**src/rtl/output_display_if.sv**
```systemverilog
// output_display_if -- bus between the CPU output register and the display block.
//   data        : byte presented by the CPU
//   load        : output-register-in strobe, samples data/signed_mode
//   signed_mode : interpret data as two's complement
//   value       : last captured byte
//   busy        : binary-to-BCD conversion in progress
//   seg         : active-high segments, seg[0]=a .. seg[6]=g
//   digit_en    : one-hot digit select (3 sign, 2 hundreds, 1 tens, 0 ones)
interface output_display_if;
   logic [7:0] data;
   logic       load;
   logic       signed_mode;
   logic [7:0] value;
   logic       busy;
   logic [6:0] seg;
   logic [3:0] digit_en;

   modport master (
      output data, load, signed_mode,
      input  value, busy, seg, digit_en
   );

   modport slave (
      input  data, load, signed_mode,
      output value, busy, seg, digit_en
   );
endinterface

```
**src/rtl/output_display.sv**
```systemverilog
// output_display -- captures a CPU output byte, converts it to decimal with a
// serial double-dabble engine and multiplexes it onto a 4-digit 7-segment
// display (sign, hundreds, tens, ones).
// Ports:
//   clk : clock, all state changes on its rising edge
//   rst : asynchronous active-low reset
//   bus : output_display_if.slave (data/load/signed_mode in;
//         value/busy/seg/digit_en out)
// Parameter:
//   SCAN_DIV : clk cycles per digit scan slot (1..65535)
module output_display #(
   parameter int unsigned SCAN_DIV = 1024
) (
   input  logic           clk,
   input  logic           rst,
   output_display_if.slave bus
);

   typedef enum logic {IDLE, CONVERT} state_t;

   state_t      state_q, state_d;
   logic [7:0]  value_q, value_d;
   logic        neg_q, neg_d;
   logic [7:0]  mag_q, mag_d;
   logic [11:0] bcd_q, bcd_d;
   logic [3:0]  cnt_q, cnt_d;
   logic        busy_q, busy_d;
   logic [3:0]  disp_h_q, disp_h_d;
   logic [3:0]  disp_t_q, disp_t_d;
   logic [3:0]  disp_o_q, disp_o_d;
   logic        disp_neg_q, disp_neg_d;
   logic [15:0] scan_q, scan_d;
   logic [1:0]  idx_q, idx_d;
   logic [3:0]  digit_en_q;
   logic [6:0]  seg_q, seg_d;
   logic [7:0]  neg_mag;
   logic        data_neg;

   // One double-dabble step: add 3 to every BCD nibble >= 5, then shift the
   // magnitude MSB into the BCD register.
   function automatic logic [19:0] dd_step(input logic [11:0] bcd,
                                           input logic [7:0]  mag);
      logic [11:0] adj;
      adj = bcd;
      for (int i = 0; i < 3; i++) begin
         if (adj[i*4 +: 4] >= 4'd5)
            adj[i*4 +: 4] = adj[i*4 +: 4] + 4'd3;
      end
      return {adj[10:0], mag[7], mag[6:0], 1'b0};
   endfunction

   function automatic logic [6:0] glyph(input logic [3:0] d);
      case (d)
         4'd0:    glyph = 7'h3F;
         4'd1:    glyph = 7'h06;
         4'd2:    glyph = 7'h5B;
         4'd3:    glyph = 7'h4F;
         4'd4:    glyph = 7'h66;
         4'd5:    glyph = 7'h6D;
         4'd6:    glyph = 7'h7D;
         4'd7:    glyph = 7'h07;
         4'd8:    glyph = 7'h7F;
         4'd9:    glyph = 7'h6F;
         default: glyph = 7'h00;
      endcase
   endfunction

   // Glyph for one digit position, including sign and leading-zero blanking.
   function automatic logic [6:0] digit_seg(input logic [1:0] idx,
                                            input logic [3:0] h,
                                            input logic [3:0] t,
                                            input logic [3:0] o,
                                            input logic       neg);
      case (idx)
         2'd3:    digit_seg = neg ? 7'h40 : 7'h00;
         2'd2:    digit_seg = (h == 4'd0) ? 7'h00 : glyph(h);
         2'd1:    digit_seg = (h == 4'd0 && t == 4'd0) ? 7'h00 : glyph(t);
         default: digit_seg = glyph(o);
      endcase
   endfunction

   // Two's-complement negate in 8 bits; 8'h80 maps to 128 which still fits.
   assign neg_mag  = ~bus.data + 8'd1;
   assign data_neg = bus.signed_mode & bus.data[7];

   always_comb begin
      state_d    = state_q;
      value_d    = value_q;
      neg_d      = neg_q;
      mag_d      = mag_q;
      bcd_d      = bcd_q;
      cnt_d      = cnt_q;
      busy_d     = busy_q;
      disp_h_d   = disp_h_q;
      disp_t_d   = disp_t_q;
      disp_o_d   = disp_o_q;
      disp_neg_d = disp_neg_q;
      scan_d     = scan_q;
      idx_d      = idx_q;

      // A load always wins, restarting any conversion in flight.
      if (bus.load) begin
         value_d = bus.data;
         neg_d   = data_neg;
         mag_d   = data_neg ? neg_mag : bus.data;
         bcd_d   = '0;
         cnt_d   = '0;
         busy_d  = 1'b1;
         state_d = CONVERT;
      end else begin
         case (state_q)
            CONVERT: begin
               if (cnt_q != 4'd8) begin
                  {bcd_d, mag_d} = dd_step(bcd_q, mag_q);
                  cnt_d          = cnt_q + 4'd1;
               end else begin
                  // Display registers only change here, so partial
                  // results are never visible.
                  disp_h_d   = bcd_q[11:8];
                  disp_t_d   = bcd_q[7:4];
                  disp_o_d   = bcd_q[3:0];
                  disp_neg_d = neg_q;
                  busy_d     = 1'b0;
                  state_d    = IDLE;
               end
            end
            default: state_d = IDLE;
         endcase
      end

      if (scan_q == 16'(SCAN_DIV - 1)) begin
         scan_d = '0;
         idx_d  = idx_q + 2'd1;
      end else begin
         scan_d = scan_q + 16'd1;
      end

      // Built from next-state values so seg and digit_en move together.
      seg_d = digit_seg(idx_d, disp_h_d, disp_t_d, disp_o_d, disp_neg_d);
   end

   always_ff @(posedge clk or negedge rst) begin
      if (!rst) begin
         state_q    <= IDLE;
         value_q    <= '0;
         neg_q      <= 1'b0;
         mag_q      <= '0;
         bcd_q      <= '0;
         cnt_q      <= '0;
         busy_q     <= 1'b0;
         disp_h_q   <= '0;
         disp_t_q   <= '0;
         disp_o_q   <= '0;
         disp_neg_q <= 1'b0;
         scan_q     <= '0;
         idx_q      <= '0;
         digit_en_q <= 4'b0001;
         seg_q      <= 7'h3F;
      end else begin
         state_q    <= state_d;
         value_q    <= value_d;
         neg_q      <= neg_d;
         mag_q      <= mag_d;
         bcd_q      <= bcd_d;
         cnt_q      <= cnt_d;
         busy_q     <= busy_d;
         disp_h_q   <= disp_h_d;
         disp_t_q   <= disp_t_d;
         disp_o_q   <= disp_o_d;
         disp_neg_q <= disp_neg_d;
         scan_q     <= scan_d;
         idx_q      <= idx_d;
         digit_en_q <= 4'b0001 << idx_d;
         seg_q      <= seg_d;
      end
   end

   assign bus.value    = value_q;
   assign bus.busy     = busy_q;
   assign bus.seg      = seg_q;
   assign bus.digit_en = digit_en_q;

endmodule

```
**src/flat_wrapper.sv**
```systemverilog
// flat-port wrapper written by rule: the top's interface ports become plain ports
module output_display_flat 
#(
   parameter int unsigned SCAN_DIV = 1024
)
  (clk, rst, bus_data, bus_load, bus_signed_mode, bus_value, bus_busy, bus_seg, bus_digit_en);
  output_display_if bus_i ();
  input  logic clk;
  input  logic rst;
  input wire logic [$bits(bus_i.data)-1:0] bus_data;
  input wire logic [$bits(bus_i.load)-1:0] bus_load;
  input wire logic [$bits(bus_i.signed_mode)-1:0] bus_signed_mode;
  output wire logic [$bits(bus_i.value)-1:0] bus_value;
  output wire logic [$bits(bus_i.busy)-1:0] bus_busy;
  output wire logic [$bits(bus_i.seg)-1:0] bus_seg;
  output wire logic [$bits(bus_i.digit_en)-1:0] bus_digit_en;
  assign bus_i.data = bus_data;
  assign bus_i.load = bus_load;
  assign bus_i.signed_mode = bus_signed_mode;
  assign bus_value = bus_i.value;
  assign bus_busy = bus_i.busy;
  assign bus_seg = bus_i.seg;
  assign bus_digit_en = bus_i.digit_en;
  output_display #(.SCAN_DIV(SCAN_DIV)) u_core (.clk(clk), .rst(rst), .bus(bus_i));
endmodule
```
**config.mk**
```make
export PLATFORM = sky130hd
export DESIGN_NAME = output_display_flat
export DESIGN_NICKNAME = d
export VERILOG_FILES = /design/src/rtl/output_display_if.sv /design/src/rtl/output_display.sv /design/src/flat_wrapper.sv
export SDC_FILE = /design/constraint.sdc
export NUM_CORES = 1
export LEC_CHECK = 0
export CAP_MARGIN = 15
export CELL_PAD_IN_SITES_DETAIL_PLACEMENT = 1
export CELL_PAD_IN_SITES_GLOBAL_PLACEMENT = 1
export CORE_ASPECT_RATIO = 0.5
export CORE_MARGIN = 2
export CORE_UTILIZATION = 30
export DETAILED_ROUTE_END_ITERATION = 6
export PLACE_DENSITY = 0.63
export SYNTH_ARGS = -nofsm -noshare
export SYNTH_HDL_FRONTEND = slang
export SYNTH_SLANG_ARGS = --single-unit
```
**constraint.sdc**
```tcl
create_clock -name clk -period 3.65 [get_ports clk]
set_input_delay 0.73 -clock clk [delete_from_list [all_inputs] [get_ports clk]]
set_output_delay 0.73 -clock clk [all_outputs]
set_load 0.1 [all_outputs]
```
# Word-level counts from Yosys, hierarchy flattened
# Memories as Yosys holds them, arrays and structs flattened.
# Index checks and enable logic that the tools add are counted.
[totals]
latch_bits = 0
mem_bits_rw = 0
register_bits = 77
mem_bits_ro = 336
elab_cells = 81
mem_count = 3
in_bits = 12
[op_classes]
n_reduce_logical = 7
eq_ne = 6
add_sub_neg = 7
shifts = 1
mux = 37
div = 0
multipliers = 0
bitwise_logic = 2
order_cmp = 3
[memory_table]
columns = ["name", "words", "word_bits", "rd", "rd_clocked_by_memory_dff", "wr", "line", "rtl"]
rows = [
  ["(no name shown)", 16, 7, 1, 0, 0, "output_display.sv:53", "case (d)"],
  ["(no name shown)", 16, 7, 1, 0, 0, "output_display.sv:53", ""],
  ["(no name shown)", 16, 7, 1, 0, 0, "output_display.sv:53", ""],
]
[ops]
columns = ["op", "n"]
rows = [
  ["$mux W4", 14],
  ["$mux W12", 3],
  ["$mux W8", 4],
  ["$mux W7", 3],
  ["$pmux W7 S3", 1],
  ["$add A16 B1 Y16 const B", 1],
  ["$eq A16 B10 Y1 const B", 1],
  ["$mux W16", 1],
  ["$ge A4 B3 Y1 const B", 3],
  ["$mux W1", 9],
  ["$add A4 B2 Y4 const B", 2],
  ["$add A8 B1 Y8 const B", 1],
  ["$logic_not A4 Y1", 2],
  ["$not A8 Y8", 1],
  ["$add A4 B1 Y4 const B", 1],
  ["$eq A2 B2 Y1 const B", 2],
  ["$ne A4 B4 Y1 const B", 1],
  ["$reduce_and A2 Y1", 2],
  ["$reduce_bool A2 Y1", 2],
  ["$shl A1 B2 Y4 const A", 1],
  ["$add A3 B2 Y3 const B", 1],
  ["$mux W3", 1],
  ["$add A2 B1 Y2 const B", 1],
  ["$eq A2 B1 Y1 const B", 1],
  ["other kinds (4)", 4],
]

# Longest topological paths before layout
# Gate-level depths: netlist of run 1.
[logic_depth]
ltp_word = 8
ltp_mapped = 16
depth_no_buf = 14

# Worst setup path before layout of run 1
# OpenSTA, ideal clock, no wires.
[synth_timing]
kind = "input port to flip-flop"
from = "in bus_load"
to = "reg u_core.seg_q[6], in the netlist u_core.bus.seg[6]"
setup_slack_ps = 229
arrival_time_ps = 3286
path_stages = 15
setup_ps = 135
n_path_buf = 4
cell_sequence = "clkbuf_1 > nor2b_1 > clkbuf_1 > nand2_1 > clkbuf_1 > clkbuf_1 > nor2_1 > a21oi_1 > ha_1 > nor2_1 > a21oi_1 > mux2_2 > o21ai_0 > a211oi_1 > a32oi_1"
[synth_between]
elab_chain_len = 5
word_cells_on_any_way = 14
classes_between = "8 x mux; 3 x reduce/logical; 3 x memory"
[synth_rtl]
columns = ["element", "line", "rtl"]
rows = [
  ["from (decl)", "flat_wrapper.sv:11", "input wire logic [$bits(bus_i.load)-1:0] bus_load;"],
  ["branches (longest 4 deep; another with $mem_v2 Z16 W7)", "n/a", ""],
  ["$pmux W7 S3 *", "output_display.sv:74", "case (idx)"],
  ["via u_core.seg_d[6]", "output_display.sv:35", "logic [6:0] seg_q, seg_d;"],
  ["to (signal assigned)", "output_display.sv:174", "seg_q <= seg_d;"],
  ["to (decl)", "output_display.sv:35", ""],
]
# Mark *: on every way through the listed nets, which the timed path passes.
# A chain may end at the register's enable or synchronous reset.

# Final worst setup path of run 1
[layout_timing]
from = "reg u_core.cnt_q[0]"
to = "reg u_core.seg_q[6], in the netlist u_core.bus.seg[6]"
[layout_between]
elab_chain_len = 8
word_cells_on_any_way = 23
classes_between = "1 x eq/ne; 16 x mux; 3 x reduce/logical; 3 x memory"
[layout_rtl]
columns = ["element", "line", "rtl"]
rows = [
  ["from (decl)", "output_display.sv:26", "logic [3:0] cnt_q, cnt_d;"],
  ["from (signal assigned)", "output_display.sv:165", "cnt_q <= cnt_d;"],
  ["$ne A4 B4 Y1 *", "output_display.sv:113", "if (cnt_q != 4'd8) begin"],
  ["branches (longest 6 deep; another with $mem_v2 Z16 W7)", "n/a", ""],
  ["$pmux W7 S3 *", "output_display.sv:74", ""],
  ["via u_core.seg_d[6]", "output_display.sv:35", ""],
]
# Marked as above.

==> results of run 1 <==
-- registers in the layout, summed over array words and instances, names as in the netlist, 2 cells and up --
| name | count |
|---|---|
| u_core.bcd_q | 12 |
| u_core.bus.digit_en | 4 |
| u_core.bus.seg | 7 |
| u_core.bus.value | 8 |
| u_core.cnt_q | 4 |
| u_core.disp_h_q | 4 |
| u_core.disp_o_q | 4 |
| u_core.disp_t_q | 4 |
| u_core.idx_q | 2 |
| u_core.mag_q | 8 |
| u_core.scan_q | 16 |
-- kinds of logic after synthesis --
group	count (synthesis)	synth area share [%]
multiplexers	14	3.35
XOR/XNOR	28	5.63
adder cells (fa/ha/maj)	24	6.69
buffers and inverters	54	4.55
AO/OA/AOI/OAI	124	16.7
AND/OR/NAND/NOR	187	20.0
flip-flops	77	43.1
-- cell type report --
| type | count | area (um^2) | area share (%) |
|---|---|---|---|
| well taps | 198 | 248 | 4.64 |
| repair buffers | 44 | 395 | 7.40 |
| clock inverters | 6 | 62.6 | 1.17 |
| clock buffers | 10 | 239 | 4.48 |
| multi-input cells | 377 | 2350 | 44.0 |
| flip-flops and latches | 77 | 1940 | 36.2 |
| inverters | 30 | 113 | 2.11 |
-- where the power goes --
part	internal, mW	total, mW	switching [mW]
sequential	0.905	0.938	0.0327
combinational	0.117	0.406	0.289
clock	0.546	0.917	0.371
total	1.57	2.26	0.693
-- cells in the final DEF (no fill, tap or decap), types with 7 or more instances in the layout --
cell and count:
dfrtp_1 70, nor2_1 58, nand2_1 53, o21ai_0 52
a21oi_1 35, inv_1 30, clkdlybuf4s50_1 26, ha_1 24
nand3_1 20, buf_4 18, xor2_1 14, nor3_1 13
xnor2_1 13, clkbuf_16 9, o211ai_1 8, mux2_2 8
nand2b_1 7, dfstp_2 7
-- worst max path at each step --
stage | from | end | slack, ps | cells past startpoint
4_1_cts | u_core.cnt_q[0]$_DFFE_PN0P_ | u_core.bus.seg[6]$_DFF_PN0_ | 430 | 13
3_5_place_dp | bus_load | u_core.bus.seg[2]$_DFF_PN1_ | 190 | 13
2_1_floorplan | bus_load | u_core.bus.seg[6]$_DFF_PN0_ | 230 | 15
6_report | u_core.cnt_q[0]$_DFFE_PN0P_ | u_core.bus.seg[6]$_DFF_PN0_ | 420 | 13
5_1_grt | u_core.cnt_q[0]$_DFFE_PN0P_ | u_core.bus.seg[6]$_DFF_PN0_ | 40 | 13
3_3_place_gp | bus_load | u_core.bus.seg[4]$_DFF_PN1_ | 260 | 12
-- metrics by stage --
step | instance area [um^2] | hold slack [ps] | setup WS [ps] | power (mW)
CTS | 5340 | 490 | 432 | 2.30
global route | 5340 | 510 | 41.7 | 2.38
global placement | 5040 | 454 | 256 | 1.36
finish | 5340 | 488 | 424 | 2.26
floorplan | 4490 | 433 | 229 | 1.24
detailed placement | 5040 | 482 | 191 | 1.36
-- per-layer routing --
| metal | GRT usage, % | vias to the layer above | share of wire (%) |
|---|---|---|---|
| met1 | 22.3 | 1873 | 52 |
| met5 | 0 | - | 0 |
| li1 | - | 1812 | - |
| met3 | 4.17 | 10 | 3.3 |
| met4 | 4.20 | 0 | 0.98 |
| met2 | 24.9 | 47 | 44 |
==> reports/metrics.yaml, run 1 <==
path_delay_family: "compound AO/OA/AOI/OAI gates"
cts_tree: "yes"
num_rows: 31
relSlewSlack_pct: 32.8
dr.pass1.iters: 4
r2r_cells: 13
grt_pass1_wl_um: 20400
cp.arrival_ps: 3470
grt_usage_pct: 16.1
final-instance-count-excl-fill: 742
first_global_vias: 3996
hold_viol_final: 0
cts_setup_buffers: 0
fp.coreArea_um2: 14500
cts_hold_buffers: 0
ctsResizeCount: 0
drc: 0
die_y_um: 90.5
cp_data_required_time_ps: 3900
antenna_found_initial: 0
place_hpwl_um: 8450
clock_skew_ps: 9.42
drt_wl_total_um: 11700
path_clk_slew_ps: 70
r2r-start: "u_core.cnt_q[0]$_DFFE_PN0P_"
cellPowerDensity_nw_per_um2: 423
fin_crit_sh_pct: 88.4
nFillCells: 1704
critPathMaxFanout: 9
clock-sinks: 77
dieArea_um2: 16000
synth_edf_count: 0
ys_top_cells_by_area: "dfrtp_1 (39%), ha_1 (6.7%), o21ai_0 (5.8%)"
overflow: 0
synth_cell_types: 55
crit_chain: "inv_1, ha_1, and3b_1, nand2_1, o21ai_0, inv_1, ha_1, nor2_1, a21oi_1, mux2_2, o21ai_0, a211oi_1, a32oi_1"
finalSetupViolations: 0
yosysTopAreaCellShare_pct: 39.0
startpoint_type: "register"
antenna_cells: 0
rsz0062_at_grt: "false"
synth_warnings: 0
synth_async_sr_flop_share_pct: 100
worst_pin_slew_ps: 1010
ys_ff_latch: 77
syn_nets: 544
endpoint_kind: "register"
min_to: "u_core.scan_q[0]$_DFF_PN0_"
clk_latency_ps: 340
avgSynthCellArea_um2: 8.83
grt_max_degree: 78
vias: 3742
min_path_type: "register to register"
drt_iter0_drc: 235
fmax_mhz: 310
maxCapViolations: 0
tns_ps: 0
h-tree-depth: 3
yosysMostFrequentCell: "dfrtp_1"
layout-drive-gt1-share_pct: 11.0
path_buf_inv: 2
hold_start: "u_core.scan_q[0]$_DFF_PN0_"
crit_type: "register to register"
syn-instance-count: 508
crit_path_top_delay_cell: "and3b_1"
die_w_um: 177
pin_count: 32
seq_area_frac_synth_pct: 43.1
numCtsBuffers: 9
start_util_pct: 30.8
gp_congestion: 0.820
final_util_pct: 36.7
reg2reg_to: "u_core.bus.seg[6]$_DFF_PN0_"
status: "finished clean"
wire_per_inst_um: 15.8
min_period_ps: 3230
syn_area_um2: 4490
yosys.area.top_type: "dfrtp_1"
hold_depth: 1
rrSetupSlack_ps: 420
portBuffers: 31
slew_violations: 0
synth_ff_type: "dfrtp_1"
ctsRootBufferMaster: "clkbuf_16"
via_per_inst: 5.04
critPathMaxStageDelay_ps: 430
clockBufferDepth: 2
final_nets: 575
ir_drop_v: 0.000183
yosys-top-cells-count: "dfrtp_1 (70), nor2_1 (58), nand2_1 (53)"
antenna_left: 0
p_leak_nw: 2.35
area_growth_pct: 19.0
numPlacedInstances: 726
(Power assumes the default switching activity.)
==> run 2: changes to the inputs <==
Settings changed: REMOVE_ABC_BUFFERS from default to 1.
==> run 2 against run 1 <==
Effect of this change: setup slack worse by 86 ps; die area unchanged; critical path depth unchanged; clock-buffer cell count rose by 1.
==> reports/metrics.yaml, run 2 (synthesized netlist as in run 1, its figures left out) <==
cts_tree: "yes"
dieArea_um2: 16000
tns_ps: 0
cp.arrival_ps: 3560
gp_congestion: 0.854
grt_max_degree: 78
fin_crit_sh_pct: 90.7
start_util_pct: 30.8
h-tree-depth: 3
layout-drive-gt1-share_pct: 10.4
area_growth_pct: 18.3
num_rows: 31
r2r-start: "u_core.cnt_q[0]$_DFFE_PN0P_"
hold_start: "u_core.scan_q[0]$_DFF_PN0_"
numCtsBuffers: 9
ctsRootBufferMaster: "clkbuf_16"
clock_skew_ps: 6.96
ir_drop_v: 0.000189
drt_iter0_drc: 189
drt_wl_total_um: 11700
ctsResizeCount: 0
layout_common_cells: "dfrtp_1 (70), nor2_1 (58), nand2_1 (53)"
startpoint_type: "register"
antenna_found_initial: 0
final-instance-count-excl-fill: 739
reg2reg_to: "u_core.bus.seg[6]$_DFF_PN0_"
crit_type: "register to register"
cp_data_required_time_ps: 3900
reg_top3: "u_core.scan_q: 16 flops, u_core.bcd_q: 12 flops"
worst_pin_slew_ps: 1030
grt_usage_pct: 15.5
antenna_cells: 0
die_y_um: 90.5
vias: 3619
grt_pass1_wl_um: 19900
cellPowerDensity_nw_per_um2: 416
first_global_vias: 3890
largest_register_ffs: 16
min_path_type: "register to register"
min_period_ps: 3310
crit_start: "u_core.cnt_q[0]$_DFFE_PN0P_"
place_hpwl_um: 8500
nFillCells: 1701
p_leak_nw: 2.33
overflow: 0
cts_hold_buffers: 0
antenna_left: 0
layout_commonest_cell: "dfrtp_1"
hold_depth: 1
clock-sinks: 77
fp.coreArea_um2: 14500
dr.pass1.iters: 4
relSlewSlack_pct: 31.6
pin_count: 32
clockBufferDepth: 2
via_per_inst: 4.90
final_nets: 572
finalSetupViolations: 0
top_register: "u_core.scan_q"
fmax_mhz: 302
clk_latency_ps: 340
drc: 0
slew_violations: 0
critPathMaxFanout: 11
hold_viol_final: 0
maxCapViolations: 0
portBuffers: 31
path_clk_slew_ps: 60
min_to: "u_core.scan_q[0]$_DFF_PN0_"
status: "finished clean"
rrSetupSlack_ps: 340
numPlacedInstances: 723
die_w_um: 177
wire_per_inst_um: 15.8
cts_setup_buffers: 0
endpoint_kind: "register"
rsz0062_at_grt: "false"
r2r_cells: 13
## run 2: cell types whose count changed in the layout (fill, tap and decap cells not counted)
| cell | before | now |
|---|---|---|
| clkdlybuf4s50_1 | 26 | 27 |
| buf_4 | 18 | 14 |
| clkinvlp_4 | 3 | 4 |
| bufinv_16 | 1 | 0 |
| clkinv_2 | 2 | 1 |
| clkbuf_8 | 1 | 2 |
## run 2: area by class of cell
| type | count | area [um^2] | share of cell area (%) |
|---|---|---|---|
| Tap cell | 198 | 248 | 4.67 |
| Clock inverter | 5 | 35.0 | 0.660 |
| Clock buffer | 11 | 253 | 4.76 |
| Inverter | 30 | 113 | 2.12 |
| Sequential cell | 77 | 1940 | 36.5 |
| Multi-Input combinational cell | 377 | 2350 | 44.2 |
| Timing Repair Buffer | 41 | 375 | 7.07 |
## run 2: critical path: stages, from the launching register on
cell	delay, ps
dfrtp_1	420
inv_1	70
ha_1	160
and3b_1	380
nand2_1	290
o21ai_0	430
inv_1	120
ha_1	270
nor2_1	200
a21oi_1	90
mux2_2	260
o21ai_0	150
a211oi_1	150
a32oi_1	230
## run 2: layer usage
layer	up-vias	routed length, um	GRT usage (%)
li1	1810	-	-
met1	1754	6170	22.2
met2	48	5120	23.9
met3	7	308	3.24
met4	0	78	3.79
met5	-	0	0
## run 2: stage by stage
stage	hold slack, ps	setup WS [ps]	instance area [um^2]	total power [mW]	util [%]
after floorplan	433	477	4400	1.23	-
after global placement	455	233	5020	1.36	34.5
after detailed placement	468	82.6	5020	1.36	34.5
after CTS	476	399	5310	2.24	36.5
after global routing	492	35.7	5310	2.31	36.5
final	475	338	5310	2.21	36.5
## run 2: worst max-delay path by stage
| stage | end | cells past startpoint |
|---|---|---|
| global placement | u_core.bus.seg[2]$_DFF_PN1_ | 11 |
| floorplan | u_core.bus.seg[2]$_DFF_PN1_ | 10 |
| global route | u_core.bus.seg[6]$_DFF_PN0_ | 13 |
| detailed placement | u_core.bus.seg[6]$_DFF_PN0_ | 12 |
| finish | u_core.bus.seg[6]$_DFF_PN0_ | 13 |
| CTS | u_core.bus.seg[6]$_DFF_PN0_ | 13 |
## run 2: power breakdown
part	switching (mW)	internal [mW]
clock	0.367	0.496
combinational	0.287	0.118
sequential	0.0331	0.905
==> run 3: changes to the inputs <==
Settings changed: CELL_PAD_IN_SITES_DETAIL_PLACEMENT 1 to default, CELL_PAD_IN_SITES_GLOBAL_PLACEMENT 1 to default, PLACE_DENSITY 0.63 to 0.52, SLEW_MARGIN from default to 10.
==> run 3 against run 2 <==
Effect of this change: setup slack better by 150 ps; fmax up 4.8%; worst hold slack worse by 5.6 ps; routed wire length down 7.3%; non-clock buffer count down 2; critical path depth unchanged; via count up 0.25%; total power down 2.0%; clock power down 4.5%; flip-flop and latch count unchanged; critical endpoint unchanged; largest power group unchanged; highest routed layer unchanged.
==> reports/metrics.yaml, run 3 (synthesized netlist as in run 1, its figures left out) <==
status: "finished clean"
cts_hold_buffers: 0
cellPowerDensity_nw_per_um2: 410
final_util_pct: 36.2
layout_common_cells: "dfrtp_1 (70), nor2_1 (58), nand2_1 (53)"
power_mw: 2.16
tns_ps: 0
layout_commonest_cell: "dfrtp_1"
min_path_type: "register to register"
place_hpwl_um: 7500
crit_type: "register to register"
startpoint_type: "register"
final-instance-count-excl-fill: 737
grt_usage_pct: 14.3
multi_input_area_um2: 2350
clockBufferDepth: 2
path_delay_family: "compound AO/OA/AOI/OAI gates"
drt_wl_total_um: 10800
overflow: 0
critPathMaxStageDelay_ps: 440
area_growth_pct: 17.3
relSlewSlack_pct: 32.7
nFillCells: 1528
fp.coreArea_um2: 14500
cp.arrival_ps: 3410
p_leak_nw: 2.32
gp_congestion: 0.847
grt_max_degree: 78
via_per_inst: 4.92
reg_top3: "u_core.scan_q: 16 flops, u_core.bcd_q: 12 flops"
post-place-ws_ps: 266
dieArea_um2: 16000
antenna_cells: 0
h-tree-depth: 3
seq_area_um2: 1940
clock_skew_ps: 7.67
start_util_pct: 30.8
antenna_left: 0
stdcell_area_um2: 5260
slew_violations: 0
clk_latency_ps: 340
path_clk_slew_ps: 60
critPathMaxFanout: 9
drt_iter0_drc: 289
ctsRootBufferMaster: "clkbuf_16"
dr.pass1.iters: 4
clock-sinks: 77
ir_drop_v: 0.000159
top_register: "u_core.scan_q"
worst_slack_ps: 490
endpoint_kind: "register"
fin_crit_sh_pct: 86.6
crit_path_top_delay_cell: "and3b_1"
fmax_mhz: 316
die_w_um: 177
rsz0062_at_grt: "false"
die_y_um: 90.5
antenna_found_initial: 0
num_rows: 31
final_nets: 570
first_global_vias: 3581
cp_data_required_time_ps: 3890
drc: 0
grt_pass1_wl_um: 18100
hold_slack_ps: 469
numCtsBuffers: 9
wire_per_inst_um: 14.7
placed_cell_area_um2: 5000
layout-drive-gt1-share_pct: 9.83
ctsResizeCount: 0
portBuffers: 31
cts_tree: "yes"
crit_chain: "inv_1, ha_1, and3b_1, nand2_1, o21ai_0, inv_1, ha_1, nor2_1, a21oi_1, mux2_2, o21ai_0, a211oi_1, a32oi_1"
path_buf_inv: 2
maxCapViolations: 0
numPlacedInstances: 721
worst_pin_slew_ps: 1010
cts_setup_buffers: 0
vias: 3628
largest_register_ffs: 16
hold_viol_final: 0
min_period_ps: 3160
pin_count: 32
finalSetupViolations: 0
==> run 3: cell count changes in the layout (fill, tap and decap cells not counted) <==
cell,change
clkbuf_8,-1
clkinv_2,+2
clkinvlp_4,-4
clkbuf_1,+3
clkdlybuf4s50_1,-2
==> run 3: routing by layer <==
| layer | wire length, um | GRT usage, % |
|---|---|---|
| met1 | 5920 | 21.2 |
| met2 | 4290 | 19.7 |
| met3 | 397 | 3.79 |
| met4 | 228 | 5.37 |
| met5 | 0 | 0 |
==> run 3: power breakdown <==
group	switching (mW)	total, mW	internal, mW	leakage [nW]
sequential	0.0327	0.938	0.905	0.980
clock	0.347	0.824	0.476	0.133
combinational	0.283	0.399	0.116	1.21
total	0.663	2.16	1.50	2.32
==> run 3: layout make-up <==
type | instances | share of cell area (%)
Clock buffer | 13 | 4.75
Clock inverter | 3 | 0.285
Inverter | 30 | 2.14
Multi-Input combinational cell | 377 | 44.6
Sequential cell | 77 | 36.8
Tap cell | 198 | 4.71
Timing Repair Buffer | 39 | 6.75
==> run 3: path summary, 6_finish.rpt <==
| path | slack, ps | end | cells after the start | startpoint |
|---|---|---|---|---|
| min reg2reg | 470 | u_core.scan_q[0]$_DFF_PN0_ | 1 | u_core.scan_q[0]$_DFF_PN0_ |
| min | 470 | u_core.scan_q[0]$_DFF_PN0_ | 1 | u_core.scan_q[0]$_DFF_PN0_ |
| max | 490 | u_core.bus.seg[6]$_DFF_PN0_ | 13 | u_core.cnt_q[0]$_DFFE_PN0P_ |
| max reg2reg | 490 | u_core.bus.seg[6]$_DFF_PN0_ | 13 | u_core.cnt_q[0]$_DFFE_PN0P_ |
| min in group asynchronous | 560 | u_core.bus.value[1]$_DFFE_PN0P_ | 1 | rst |
| max in group asynchronous | 2440 | u_core.bus.seg[6]$_DFF_PN0_ | 1 | rst |
